File: config.mk
export PLATFORM = sky130hd
export DESIGN_NAME = operand_stack
export DESIGN_NICKNAME = d
export VERILOG_FILES = /design/src/rtl/operand_stack.sv
export SDC_FILE = /design/constraint.sdc
export NUM_CORES = 1
export LEC_CHECK = 0
export ABC_AREA = 1
export CORE_MARGIN = 2
export CORE_UTILIZATION = 68
export CTS_CLUSTER_SIZE = 14
export DETAILED_ROUTE_END_ITERATION = 10
export PLACE_DENSITY = 0.83
export SYNTH_ARGS = -nofsm -noshare
export SYNTH_HDL_FRONTEND = slang
export SYNTH_SLANG_ARGS = --single-unit
export TNS_END_PERCENT = 1
File: constraint.sdc
create_clock -name clk -period 6.2 [get_ports clk]
set_clock_uncertainty 0.1 [all_clocks]
set_input_delay 0.62 -clock clk [delete_from_list [all_inputs] [get_ports clk]]
set_output_delay 0.62 -clock clk [all_outputs]
set_load 0.05 [all_outputs]
File: src/rtl/operand_stack.sv
// Operand stack for the stack CPU datapath: one push/pop/replace/dup/swap op per clock,
// top and penultimate entries exposed combinationally, with sticky overflow/underflow flags.
module operand_stack #(
  parameter  int WIDTH = 8,
  parameter  int DEPTH = 16,
  localparam int CW    = $clog2(DEPTH + 1)
) (
  input  logic             clk,
  input  logic             start,
  input  logic [2:0]       op,
  input  logic [WIDTH-1:0] push_data,
  input  logic             clear_err,
  output logic [WIDTH-1:0] top_val,
  output logic [WIDTH-1:0] pen_val,
  output logic [CW-1:0]    count,
  output logic             empty,
  output logic             full,
  output logic             ovf_err,
  output logic             unf_err
);

  localparam logic [2:0] OP_NOP   = 3'd0;
  localparam logic [2:0] OP_PUSH  = 3'd1;
  localparam logic [2:0] OP_POP   = 3'd2;
  localparam logic [2:0] OP_POP2  = 3'd3;
  localparam logic [2:0] OP_REPL1 = 3'd4;
  localparam logic [2:0] OP_REPL2 = 3'd5;
  localparam logic [2:0] OP_DUP   = 3'd6;
  localparam logic [2:0] OP_SWAP  = 3'd7;

  localparam logic [CW-1:0] FULL_CNT = CW'(DEPTH);
  localparam logic [CW-1:0] ONE      = CW'(1);
  localparam logic [CW-1:0] TWO      = CW'(2);

  logic [WIDTH-1:0] mem_q [DEPTH];
  logic [CW-1:0]    count_q, count_d;
  logic             ovf_q, ovf_d, unf_q, unf_d;
  logic             ovf_evt, unf_evt;
  logic             has1, has2, not_full;
  logic             wr0_en, wr1_en;
  logic [CW-1:0]    wr0_idx, wr1_idx;
  logic [WIDTH-1:0] wr0_dat, wr1_dat;

  // Reads are muxed on count so the array is never indexed by a wider count value.
  always_comb begin
    top_val = '0;
    pen_val = '0;
    for (int i = 0; i < DEPTH; i++) begin
      if (count_q == CW'(i + 1)) top_val = mem_q[i];
    end
    for (int i = 0; i < DEPTH - 1; i++) begin
      if (count_q == CW'(i + 2)) pen_val = mem_q[i];
    end
  end

  assign has1     = (count_q != '0);
  assign has2     = (count_q >= TWO);
  assign not_full = (count_q != FULL_CNT);

  always_comb begin
    count_d = count_q;
    ovf_evt = 1'b0;
    unf_evt = 1'b0;
    wr0_en  = 1'b0;
    wr0_idx = '0;
    wr0_dat = '0;
    wr1_en  = 1'b0;
    wr1_idx = '0;
    wr1_dat = '0;
    case (op)
      OP_NOP: ;
      OP_PUSH: begin
        if (not_full) begin
          wr0_en  = 1'b1;
          wr0_idx = count_q;
          wr0_dat = push_data;
          count_d = count_q + ONE;
        end else ovf_evt = 1'b1;
      end
      OP_POP: begin
        if (has1) count_d = count_q - ONE;
        else unf_evt = 1'b1;
      end
      OP_POP2: begin
        if (has2) count_d = count_q - TWO;
        else unf_evt = 1'b1;
      end
      OP_REPL1: begin
        if (has1) begin
          wr0_en  = 1'b1;
          wr0_idx = count_q - ONE;
          wr0_dat = push_data;
        end else unf_evt = 1'b1;
      end
      OP_REPL2: begin
        if (has2) begin
          wr0_en  = 1'b1;
          wr0_idx = count_q - TWO;
          wr0_dat = push_data;
          count_d = count_q - ONE;
        end else unf_evt = 1'b1;
      end
      OP_DUP: begin
        if (!has1) unf_evt = 1'b1;
        else if (!not_full) ovf_evt = 1'b1;
        else begin
          wr0_en  = 1'b1;
          wr0_idx = count_q;
          wr0_dat = top_val;
          count_d = count_q + ONE;
        end
      end
      OP_SWAP: begin
        if (has2) begin
          wr0_en  = 1'b1;
          wr0_idx = count_q - ONE;
          wr0_dat = pen_val;
          wr1_en  = 1'b1;
          wr1_idx = count_q - TWO;
          wr1_dat = top_val;
        end else unf_evt = 1'b1;
      end
      default: ;
    endcase
  end

  // A new error on the same edge as clear_err keeps that flag set.
  assign ovf_d = (ovf_q & ~clear_err) | ovf_evt;
  assign unf_d = (unf_q & ~clear_err) | unf_evt;

  always_ff @(posedge clk or posedge start) begin
    if (start) begin
      count_q <= '0;
      ovf_q   <= 1'b0;
      unf_q   <= 1'b0;
    end else begin
      count_q <= count_d;
      ovf_q   <= ovf_d;
      unf_q   <= unf_d;
    end
  end

  // Storage is not reset; outputs are masked by count instead.
  always_ff @(posedge clk) begin
    for (int i = 0; i < DEPTH; i++) begin
      if (!start && wr0_en && wr0_idx == CW'(i)) mem_q[i] <= wr0_dat;
      else if (!start && wr1_en && wr1_idx == CW'(i)) mem_q[i] <= wr1_dat;
    end
  end

  assign count   = count_q;
  assign empty   = (count_q == '0);
  assign full    = (count_q == FULL_CNT);
  assign ovf_err = ovf_q;
  assign unf_err = unf_q;

endmodule

==> impl_results.md, run 1 <==
* Status: complete, no violations
* Max Cap Viol at 0
* Clk pin slew, worst setup/hold paths at 0.06 ns
* Endpoint class of the critical path: output pin
* Starting Density at a little over two thirds
* Clk_lat worst skew at around 0.43 ns
* Wire per inst at 18.9 µm
* Worst-path cell chain: inv_1, ha_1, inv_1, nor2_1, nand2_1, inv_1, nand2_1, nand2_1, inv_1, nand2_1, nand2_1, nand2_1, nand2_1, nand3_1, nand3_1, nand3_1, nand2_1, nand2_1, nand2_1, a21boi_0, clkdlybuf4s50_1
* CTS resizes at 0
* Clock Path Buffers at 2
* DR pass1 iterations at 6
* Peak VDD IR at between 0.0006 and 0.0007 V
* Grt total ovfl at 0
* Reg2reg setup slack at 1.56 ns
* Num CTS Buffers at 17
* TritonCTS Sinks at about 140
* Core ar. at 15,200 µm²
* Setup_tns at 0 ns
* Hold Buf Count CTS at 0
* DR iter-0 viols at around 1,500
* Layout cell share with drive strength beyond 1 at about a tenth
* Worst reg-to-reg path cell count at 21
* Crit path max fanout at 21
* Vias in the first global route at 9,892
* # DRC at 0
* Post-layout util at 76.1%
* Cell mode on critical path: nand2_1
* CP endpoint: pen_val[3]
* H-tree depth at 4
* Warnings from Yosys at 0
* Largest net degree at the start of global routing at between 80 and 90
* Post-synth top area cell: edfxtp_1
* Worst setup SP type: register
* Synth Cell Area at 10,600 µm²
* Gr usage total at around 41%
* Req. time, crit path at 5.48 ns
* Ys flop type: edfxtp_1
* Top cells by area, synth: edfxtp_1 (36%), nand2_1 (23%), inv_1 (7.3%)
* Final hold vios at 0
* Worst setup path class: register to output pin
* Worst Max-Slew Pin Slew at 1.21 ns
* CTS tree: done
* Final WL at 33.4 mm
* Asr flop ratio synth at 5.19%
* Remaining antenna violation count at 0
* Register area share after synthesis at between 30% and 40%
* Post-DP HPWL at roughly 22 mm
* Initial antenna violation count at 0
* First-pass GRT wire length at approximately 52 mm
* Dpl ws at 1.30 ns
* Cell variety after synth at 43
* Synth top area share at approximately 36%
* Worst setup margin at roughly 0.68 ns
* Mapped Avg Cell Area at about 6.8 µm²
* Synthesized flop and latch total at approximately 140
* R2r endpoint: mem_q[1][60]
* I/O Buffers at 38
* # IOs at 39
* Number of cell rows at 45
* Cells after synthesis at 1,560
* Max Freq at between 150 and 200 MHz
* Syn_nets at approximately 1,600
* Die W at approximately 130 µm
* Die area at roughly 17,000 µm²
* Number of flops mapped to enable cells by yosys at roughly 130
* Setup bufs post-CTS at 0
* Slew Viols, Final at 0
* Layout Nets at approximately 1,600
* Area Growth Syn to Fin at 9.17%
* Crit path DAT at 4.80 ns
* P_leak at between 5 and 6 nW
* Max-slew headroom at between 10% and 20%
* Worst min path class: input pin to asynchronous set/reset pin
* Vias at 10,682
* Routability Congestion at 0.949
* Period minus WS final at about 5.5 ns
* Overall Power at 6.13 mW
* RR Startpoint: count[0]
* Cell area power density at between 500 and 600 nW/µm²
* Root buf cell: clkbuf_16
* Final Cycle Share at about nine tenths
* Critical-path top delay cell: clkdlybuf4s50_1
* Crit path from: count[1]
* DR vias/cell at between 6 and 7
* Slowest stage delay, CP at between 0.8 and 0.9 ns
* RSZ-0062 raised after global routing: false
* Diode count at 0
* Die Height at approximately 130 µm
* Final Setup Violations at 0
## critical path, delay by kind of cell, from the launching register on
kind / cells / cell delay [ns]
flip-flops: 1 / 0.49
adder cells (fa/ha/maj): 1 / 0.23
AND/OR/NAND/NOR: 14 / 1.70
buffers and inverters: 5 / 1.72
AO/OA/AOI/OAI: 1 / 0.23
## cell type report
type                            count  area [µm²]
Clock buffer                       18         429
Clock inverter                     14         253
Fill cell                        1160        3630
Inverter                          238         908
Multi-Input combinational cell   1121        5230
Sequential cell                   135        4020
Tap cell                          188         235
Timing Repair Buffer               54         500
## worst min path at each step
| stage | slack, ns | end |
|---|---|---|
| 5_1_grt | 0.45 | count[4] |
| 3_5_place_dp | 0.43 | ovf_err |
| 6_report | 0.39 | count[2] |
| 4_1_cts | 0.39 | count[2] |
| 3_3_place_gp | 0.42 | ovf_err |
| 2_1_floorplan | 0.33 | count[0] |
## routing by layer
metal	GRT usage, %	wire length, µm
met1	51.9	11900
met2	68.0	15700
met3	7.61	4040
met4	20.7	1740
met5	1.18	0
## layout by cell type (no fill, tap or decap), drive strengths merged
master / instances
a21boi: 9
a21oi: 4
a221oi: 1
a31oi: 2
buf: 16
bufinv: 7
clkbuf: 18
clkdlybuf4s50: 38
clkinv: 5
clkinvlp: 1
dfrtp: 7
edfxtp: 128
ha: 9
inv: 239
nand2: 677
nand3: 138
nand3b: 3
nand4: 40
nor2: 82
nor3: 2
nor4: 1
o211ai: 3
o21a: 1
o21ai: 116
o221ai: 1
o22ai: 7
or2: 20
xnor2: 1
xor2: 4
## cells by family after synthesis
group | count (synthesis) | synth area share [%]
flops | 135 | 37.9
buf+inv | 304 | 12.8
xor+xnor | 5 | 0.413
simple gates | 963 | 40.5
fa+ha+maj | 9 | 1.06
compound gates | 144 | 7.32
## through the flow
| stage | area, µm² | hold WS (ns) | instances |
|---|---|---|---|
| 3_3_place_gp | 10900 | 0.423 | 1736 |
| 3_5_place_dp | 10900 | 0.428 | 1736 |
| 6_report | 11600 | 0.392 | 1768 |
| 5_1_grt | 11600 | 0.446 | 1768 |
| 4_1_cts | 11600 | 0.392 | 1768 |
| 2_1_floorplan | 10600 | 0.329 | 1560 |
## flip-flops by register name, indices dropped and copies added, names as in the netlist
signal and cells:
unf_err 1, ovf_err 1, count 5, mem_q 128
## synth_stat cells (3+ instances only)
cell        n
nor2_4     13
o21ai_1     5
nand2_2    13
nor2_1     46
inv_1     205
xor2_1      4
nor2_8      5
nand2_4     3
o22ai_1     7
a21boi_0    9
nand3b_1    3
buf_4       3
nand4_1    40
nor2_2     18
buf_2      16
nand2_1   661
or2_2      15
edfxtp_1  128
a21oi_1     4
nand3_1   130
clkbuf_1   19
inv_2      29
o211ai_1    3
buf_6      22
inv_4       3
or2_1       3
nand3_2     6
buf_1       5
ha_1        9
dfrtp_1     7
o21ai_0   110
## where the power goes
group,internal [mW],switching (mW)
clock,0.792,0.415
sequential,1.14,0.0731
combinational,0.968,2.74
No activity file was read; power rests on OpenSTA's default activity.
==> run 2, diff against run 1 <==
ABC_CLOCK_PERIOD_IN_PS = 6200   (was not set)
==> results of run 2 <==
The final DEF is identical to that of run 1; final timing and power are the same.
